File: config.mk
export PLATFORM = sky130hd
export DESIGN_NAME = enet_nios_period_timer
export DESIGN_NICKNAME = d
export VERILOG_FILES = /design/src/rtl/enet_nios_timer_pkg.sv /design/src/rtl/enet_nios_timer_counter.sv /design/src/rtl/enet_nios_period_timer.sv
export SDC_FILE = /design/constraint.sdc
export NUM_CORES = 1
export LEC_CHECK = 0
export CORE_MARGIN = 3
export CORE_UTILIZATION = 30
export DETAILED_ROUTE_END_ITERATION = 10
export PLACE_DENSITY = 0.57
export SLEW_MARGIN = 10
export SYNTH_ARGS = -nofsm -noshare
export SYNTH_HDL_FRONTEND = slang
export SYNTH_HIERARCHICAL = 1
export SYNTH_SLANG_ARGS = --single-unit
File: constraint.sdc
create_clock -name clk -period 3.32 [get_ports clk]
set_input_delay 0.664 -clock clk [delete_from_list [all_inputs] [get_ports clk]]
set_output_delay 0.664 -clock clk [all_outputs]
set_load 0.02 [all_outputs]
File: src/rtl/enet_nios_timer_pkg.sv
// Shared constants and types for the enet_nios period timer: register map,
// control/status bit positions, default widths and FSM states.
package enet_nios_timer_pkg;

   localparam int unsigned DATA_W_DEF  = 16;
   localparam int unsigned COUNT_W_DEF = 32;
   localparam int unsigned ADDR_W      = 3;

   localparam logic [ADDR_W-1:0] ADDR_STATUS  = 3'd0;
   localparam logic [ADDR_W-1:0] ADDR_CONTROL = 3'd1;
   localparam logic [ADDR_W-1:0] ADDR_PERIODL = 3'd2;
   localparam logic [ADDR_W-1:0] ADDR_PERIODH = 3'd3;
   localparam logic [ADDR_W-1:0] ADDR_SNAPL   = 3'd4;
   localparam logic [ADDR_W-1:0] ADDR_SNAPH   = 3'd5;

   localparam int unsigned STATUS_TO_BIT  = 0;
   localparam int unsigned STATUS_RUN_BIT = 1;
   localparam int unsigned CTRL_ITO_BIT   = 0;
   localparam int unsigned CTRL_CONT_BIT  = 1;
   localparam int unsigned CTRL_START_BIT = 2;
   localparam int unsigned CTRL_STOP_BIT  = 3;

   typedef enum logic {
      IDLE = 1'b0,
      RUN  = 1'b1
   } timer_state_e;

endpackage

File: src/rtl/enet_nios_timer_counter.sv
// Loadable down-counter with synchronous load and enable; tc flags a zero count.
module enet_nios_timer_counter
   import enet_nios_timer_pkg::*;
#(
   parameter int unsigned          COUNT_W   = COUNT_W_DEF,
   parameter logic [COUNT_W-1:0]   RESET_VAL = '0
) (
   input  logic               clk,
   input  logic               reset,
   input  logic               ena,
   input  logic               sload,
   input  logic [COUNT_W-1:0] load_value,
   output logic [COUNT_W-1:0] count,
   output logic               tc
);

   logic [COUNT_W-1:0] count_q;
   logic [COUNT_W-1:0] count_d;

   // Load has priority over decrement.
   always_comb begin
      count_d = count_q;
      if (sload) begin
         count_d = load_value;
      end else if (ena) begin
         count_d = count_q - COUNT_W'(1);
      end
   end

   always_ff @(posedge clk) begin
      if (reset) begin
         count_q <= RESET_VAL;
      end else begin
         count_q <= count_d;
      end
   end

   assign count = count_q;
   assign tc    = (count_q == '0);

endmodule

File: src/rtl/enet_nios_period_timer.sv
// Avalon-slave programmable interval timer: periodic tick, sticky timeout and IRQ.
// Optional snapshot registers at addresses 4/5 are enabled by ENET_NIOS_TIMER_SNAPSHOT_EN.
module enet_nios_period_timer
   import enet_nios_timer_pkg::*;
#(
   parameter int unsigned        DATA_W       = DATA_W_DEF,
   parameter int unsigned        COUNT_W      = 2 * DATA_W,
   parameter logic [COUNT_W-1:0] RESET_PERIOD = COUNT_W'(49999),
   parameter bit                 ALWAYS_RUN   = 1'b0
) (
   input  logic              clk,
   input  logic              reset,
   input  logic [ADDR_W-1:0] address,
   input  logic              chipselect,
   input  logic              write_n,
   input  logic [DATA_W-1:0] writedata,
   output logic [DATA_W-1:0] readdata,
   output logic              irq,
   output logic              timeout_pulse
);

   timer_state_e state_q, state_d;
   logic               to_q, to_d;
   logic               ito_q, ito_d;
   logic               cont_q, cont_d;
   logic               pulse_q, pulse_d;
   logic [COUNT_W-1:0] period_q, period_d;

   logic               wr_en, wr_status, wr_ctrl, wr_perl, wr_perh, period_wr;
   logic               start_wr, stop_wr, start_eff, run, tc_event;
   logic               cnt_ena, cnt_sload, cnt_tc;
   logic [COUNT_W-1:0] count;

   assign wr_en     = chipselect & ~write_n;
   assign wr_status = wr_en & (address == ADDR_STATUS);
   assign wr_ctrl   = wr_en & (address == ADDR_CONTROL);
   assign wr_perl   = wr_en & (address == ADDR_PERIODL);
   assign wr_perh   = wr_en & (address == ADDR_PERIODH);
   assign period_wr = wr_perl | wr_perh;

   // STOP beats START in the same write; ALWAYS_RUN ignores STOP entirely.
   assign start_wr  = wr_ctrl & writedata[CTRL_START_BIT];
   assign stop_wr   = wr_ctrl & writedata[CTRL_STOP_BIT] & ~ALWAYS_RUN;
   assign start_eff = start_wr & ~stop_wr;

   assign run       = (state_q == RUN);
   // A period write or a restart pre-empts the terminal count.
   assign tc_event  = run & cnt_tc & ~period_wr & ~start_eff;

   assign cnt_ena   = run & ~stop_wr;
   assign cnt_sload = period_wr | start_eff | tc_event;

   // Merged period value; equals period_q when no half is being written.
   always_comb begin
      period_d = period_q;
      if (wr_perl) period_d[DATA_W-1:0]       = writedata;
      if (wr_perh) period_d[COUNT_W-1:DATA_W] = writedata;
   end

   enet_nios_timer_counter #(
      .COUNT_W   (COUNT_W),
      .RESET_VAL (RESET_PERIOD)
   ) u_counter (
      .clk        (clk),
      .reset      (reset),
      .ena        (cnt_ena),
      .sload      (cnt_sload),
      .load_value (period_d),
      .count      (count),
      .tc         (cnt_tc)
   );

   // Control FSM: next state.
   always_comb begin
      state_d = state_q;
      case (state_q)
         IDLE:    if (start_eff) state_d = RUN;
         RUN:     if (stop_wr || (tc_event && !cont_q)) state_d = IDLE;
         default: state_d = IDLE;
      endcase
      if (period_wr)  state_d = IDLE;
      if (ALWAYS_RUN) state_d = RUN;
   end

   // Status/control register next values; a TC set outranks a STATUS clear.
   always_comb begin
      to_d    = to_q;
      ito_d   = ito_q;
      cont_d  = cont_q;
      pulse_d = tc_event;
      if (wr_status) to_d = 1'b0;
      if (tc_event)  to_d = 1'b1;
      if (wr_ctrl) begin
         ito_d  = writedata[CTRL_ITO_BIT];
         cont_d = writedata[CTRL_CONT_BIT] | ALWAYS_RUN;
      end
   end

   always_ff @(posedge clk) begin
      if (reset) begin
         state_q  <= ALWAYS_RUN ? RUN : IDLE;
         to_q     <= 1'b0;
         ito_q    <= 1'b0;
         cont_q   <= ALWAYS_RUN;
         pulse_q  <= 1'b0;
         period_q <= RESET_PERIOD;
      end else begin
         state_q  <= state_d;
         to_q     <= to_d;
         ito_q    <= ito_d;
         cont_q   <= cont_d;
         pulse_q  <= pulse_d;
         period_q <= period_d;
      end
   end

`ifdef ENET_NIOS_TIMER_SNAPSHOT_EN
   logic               wr_snap;
   logic [COUNT_W-1:0] snap_q, snap_d;

   assign wr_snap = wr_en & ((address == ADDR_SNAPL) | (address == ADDR_SNAPH));

   always_comb begin
      snap_d = snap_q;
      if (wr_snap) snap_d = count;
   end

   always_ff @(posedge clk) begin
      if (reset) begin
         snap_q <= '0;
      end else begin
         snap_q <= snap_d;
      end
   end
`else
   logic unused_count;
   assign unused_count = ^count;
`endif

   // Zero-wait-state read mux.
   always_comb begin
      readdata = '0;
      case (address)
         ADDR_STATUS: begin
            readdata[STATUS_TO_BIT]  = to_q;
            readdata[STATUS_RUN_BIT] = run;
         end
         ADDR_CONTROL: begin
            readdata[CTRL_ITO_BIT]  = ito_q;
            readdata[CTRL_CONT_BIT] = cont_q;
         end
         ADDR_PERIODL: readdata = period_q[DATA_W-1:0];
         ADDR_PERIODH: readdata = period_q[COUNT_W-1:DATA_W];
`ifdef ENET_NIOS_TIMER_SNAPSHOT_EN
         ADDR_SNAPL:   readdata = snap_q[DATA_W-1:0];
         ADDR_SNAPH:   readdata = snap_q[COUNT_W-1:DATA_W];
`endif
         default:      readdata = '0;
      endcase
   end

   assign irq           = to_q & ito_q;
   assign timeout_pulse = pulse_q;

endmodule

* Word level (Yosys, flattened, before mapping)
Index checks and enable logic that the tools add are counted.
Word-level totals: flip-flop bits (word level) 69, bits in latches 0, memory bits (writable) 0, memory bits (read-only) 0, input bits 23, output and inout port bits 18, word-level logic and storage cells 51, memories 0
Cells by class: add/subtract/negate cells 1, multiply operators 0, divide/modulo/power cells 0, order comparisons 0, eq/ne operators 3, shift-type cells 0, mux-type cells 11, bitwise operators 21, reductions and logical operators 8
Operators by type and width (number):
- $mux 32 | 2
- $logic_not 32->1 | 1
- $mux 16 | 2
- $sub 32x1->32 const B | 1
- $pmux 14 s2 | 1
- $and 1x1->1 | 13
- $pmux 2 s4 | 1
- $eq 3x2->1 const B | 2
- $not 1->1 | 5
- $mux 1 | 4
- $reduce_bool 2->1 | 2
- $eq 3x1->1 const B | 1
- $logic_not 3->1 | 1
- $or 1x1->1 | 3
- $pmux 1 s2 | 1
- $reduce_or 2->1 | 1
- $logic_and 1x1->1 | 1
- $logic_not 1->1 | 1
- $logic_or 1x1->1 | 1

* Depth between registers and ports, before layout
Gate-level depths: netlist (run 1).
depth after elaboration 12, mapped depth 14, mapped depth without buffers 11

* Cells and area by module
Netlist (run 1), hierarchy kept.
By module, submodules not included:
- enet_nios_period_timer | instances 1, cells an instance 242, area an instance 1959.4 um2, seq. area each 740.7 um2
- enet_nios_timer_counter | instances 1, cells an instance 231, area an instance 1919.3 um2, seq. area each 640.6 um2

* Worst setup path after synthesis (run 1)
No wires, ideal clock.
path kind reg2reg, from register u_counter.count_q[11] (netlist: u_counter/count[11]), to register u_counter.count_q[0] (netlist: u_counter/count[0]), setup time 0.129 ns, arrival time 3.062 ns, required time 3.191 ns, slack 0.129 ns, stages on the path, launching flop included 14, path buffers 5, period minus slack after synthesis 3.191 ns, cell sequence dfxtp_1 > or4_4 > or4b_1 > buf_2 > buf_6 > nor4_1 > nand2_1 > nand2_1 > clkbuf_1 > inv_1 > buf_6 > clkbuf_1 > o21ai_0 > nand2_1
Between the ends: cells in the longest elaborated chain, start to end 6, elaborated cells on any way between the ends 7, those cells by class mux: 1; bitwise: 4; reduce/logical: 2
RTL lines:
- start, declared | RTL line enet_nios_timer_counter.sv:17 | logic [COUNT_W-1:0] count_q;
- start signal, assigned | RTL line enet_nios_timer_counter.sv:34 | count_q <= count_d;
- $logic_not 32->1 (*) | RTL line enet_nios_timer_counter.sv:39 | assign tc = (count_q == '0);
- net cnt_tc | RTL line enet_nios_period_timer.sv:31 | logic cnt_ena, cnt_sload, cnt_tc;
- $and 1x1->1 (*) (3 in a row) | RTL line enet_nios_period_timer.sv:48 | assign tc_event = run & cnt_tc & ~period_wr & ~start_eff;
- $or 1x1->1 (*) | RTL line enet_nios_period_timer.sv:51 | assign cnt_sload = period_wr | start_eff | tc_event;
- net cnt_sload | RTL line enet_nios_period_timer.sv:31
- $mux 32 or $reduce_bool 2->1 (tied branches)
Mark *: on every way through the listed nets, which the timed path passes. The rest lies on a longest branch. A chain may end at the register's enable or synchronous reset.

* Worst setup path in the final report (run 1)
from input port address[1], to output port readdata[0]
Between the ends: cells in the longest elaborated chain, start to end 2, elaborated cells on any way between the ends 5, those cells by class eq/ne: 3; mux: 1; reduce/logical: 1
RTL lines:
- start, declared | RTL line enet_nios_period_timer.sv:13 | input logic [ADDR_W-1:0] address,
- $eq 3x2->1, or another cell as far along | RTL line enet_nios_period_timer.sv:143 | case (address)
- $pmux 2 s4 (*) | RTL line enet_nios_period_timer.sv:143
- end, declared | RTL line enet_nios_period_timer.sv:17 | output logic [DATA_W-1:0] readdata,
Every way passes the cells marked *; elsewhere a longest branch is shown, timed or not.

==> results.tsv, run 1 <==
metric	value	unit
chip height	120	um
Seq/Total Area, Yosys	35.6	%
synth unique cells	61	
Routed WL	11600	um
number of flops mapped to enable cells by yosys	0	
GRT Residual Overflow	0	
count of hold-fix buffers inserted at cts	0	
Initial Utilization	31.5	%
switching power share of the total	24.4	%
HP Class	flop to flop	
Setup TNS Final	0	ns
met2 Use GR	25.6	%
top cells by area, synth	dfxtp_1, o21ai_0, nand3_1, mux2i_1, nor2_1	
Vias	3863	
post-cts gate resize count	0	
Max Root-Sink Buffers	2	
vias in the first global route	3491	
Setup crit start kind	input pin	
met1 Use GR	21.8	%
num ports	41	
HPWL Detailed	8370	um
setup violators final	0	
Clock Latency Late Sink	0.33	ns
Worst IR Drop VDD	0.218	mV
CP Max Fanout	7	
CTS tree	built	
antenna viol nets, final	0	
DR WL/cell	16.8	um
max_slew headroom	54.6	%
Post-synth top cells	dfxtp_1, nor2_1, nand2_1	
CORE AREA	12300	sq um
1st-iter DRT viols	313	
row cnt	40	
synthesis-to-finish area growth	23.9	%
vias per cell	5.59	
crit path kind	input pin to primary output	
first-pass GRT wire length	18300	um
max-slew violations	0	
worst path required time	2.66	ns
FMAX	312	MHz
Yosys reg bits	69	
GR Util All Layers	16.0	%
crit path cell chain	clkdlybuf4s50_1 -> buf_4 -> mux4_1 -> nor2b_1 -> clkdlybuf4s50_1	
Tightest Pin Transition	0.672	ns
final hold slack	0.491	ns
outcome	completed	
Max Cap Viol	0	
setup repair bufs after CTS	0	
sw power	0.496	mW
Crit-path slowest cell	mux4_1	
Post-route DRC	0	
Mapped Cells	473	
pin count of the biggest net entering global routing	39	
Pleak	1.85	nW
Cell Int Power	1.54	mW
Die X	120	um
GPL Wtd Cong	0.827	
ys async rst share	0	%
initial antenna violation count	0	
final core utilization	39.0	%
WP data arrival	2.55	ns
busiest grt layer	met2	
Num Clock Sinks	69	
M3 GR Usage	2.97	%
Num CTS Buffers	9	
Comb pwr share	10.6	%
Most common cell on crit path	clkdlybuf4s50_1	
total power	2.03	mW
drt pass-1 iters	4	
nets	542	
antenna fix cells	0	
share of cells above drive strength 1	11.7	%
largest area contributor in the netlist	dfxtp_1	
cell area after synthesis	3880	sq um
post-synth top area share	35.6	%
IO buf count	40	
Warnings, synthesis	6	
Critical Path Sink Type	primary output	
clock-pin slew on the worst setup and hold paths	0.05	ns
RSZ-0062 raised after global routing	no	
Pwr Density	423	nW/um^2
Seq pwr share	42.4	%
most frequent cell after synthesis	dfxtp_1	
period utilization	96.7	%
top_reg_cell synth	dfxtp_1	
CTS HTree Levels	3	
Clk pwr share	47.0	%
Clock Skew	0.00480	ns
Root Buffer	clkbuf_16	
Syn Area/Cell	8.20	sq um
flop-to-flop setup slack	0.27	ns
Tmin final	3.21	ns
final hold viol count	0	
syn_nets	497	
full die area	14300	sq um
CP max stage delay	0.54	ns
## cell usage in the layout (no fill, tap or decap), drive strengths merged, types with 4 or more instances in the layout
cell / instances
mux2i: 15
nand3: 33
nor4: 8
clkdlybuf4s50: 39
clkinv: 4
a211oi: 5
a311oi: 15
nor3: 11
and3: 8
or3: 10
inv: 10
xnor2: 8
or2: 4
o21ai: 38
a21oi: 28
buf: 34
clkbuf: 11
nand2: 38
or4: 20
dfxtp: 69
o31ai: 12
nor2: 40
a211o: 9
a21o: 7
o211ai: 4
## sequential cells by signal, summed over array words and instances, names as in the netlist
| signal | cells |
|---|---|
| timeout_pulse | 1 |
| run | 1 |
| cont_q | 1 |
| period_q | 32 |
| u_counter/count | 32 |
| to_q | 1 |
| ito_q | 1 |
## worst paths after layout
check	from	to	cells past startpoint
worst min-delay path	period_q[1]$_SDFF_PP1_	period_q[1]$_SDFF_PP1_	1
worst min register to register	period_q[1]$_SDFF_PP1_	period_q[1]$_SDFF_PP1_	1
worst max register to register	u_counter/count[11]$_SDFFE_PP0P_	u_counter/count[21]$_SDFFE_PP0P_	9
worst max-delay path	address[1]	readdata[0]	5
## power groups by stage
stage                     Combinational (mW)  Clock, mW  Sequential [mW]
after floorplan                        0.131          0            0.876
after global placement                 0.213          0            0.880
after detailed placement               0.215          0            0.880
after CTS                              0.216      0.971            0.862
after global routing                   0.235       1.00            0.865
final                                  0.216      0.955            0.863
## critical path: cells and delay by family
kind / cells / cell delay, ns
buffers and inverters: 3 / 1.20
muxes: 1 / 0.54
and+or+nand+nor: 1 / 0.14
## metal layers
layer / wire [um] / up-vias
met3: 706 / 10
met4: 144 / 0
li1: - / 1865
met2: 5320 / 124
met5: 0 / -
met1: 5460 / 1864
## metrics by stage
stage | std cells | cell area, sq um | setup slack (ns)
after floorplan | 473 | 3880 | 0.129
after global placement | 675 | 4510 | -0.0965
after detailed placement | 675 | 4510 | -0.226
after CTS | 691 | 4810 | 0.0977
after global routing | 691 | 4810 | 0.0129
final | 691 | 4810 | 0.111
## kinds of logic after synthesis
group           count (synthesis)  synth area share [%]
compound gates                131                  22.4
simple gates                  197                  27.5
mux                            17                  5.23
fa+ha+maj                       1                 0.323
xor+xnor                        9                  2.03
flops                          69                  35.6
buf+inv                        49                  6.94
## layout make-up
class | count | area, sq um
Timing Repair Buffer | 73 | 656
Tap cell | 168 | 210
Clock inverter | 5 | 50.0
Fill cell | 1267 | 7510
Multi-Input combinational cell | 355 | 2230
Sequential cell | 69 | 1380
Inverter | 10 | 37.5
Clock buffer | 11 | 243
Power figures use the tool's default switching activity.
==> run 2: changes to the inputs <==
ABC_CLOCK_PERIOD_IN_PS = 3320   (was not set)
==> results of run 2 <==
The final DEF is identical to that of run 1; final timing and power are the same.
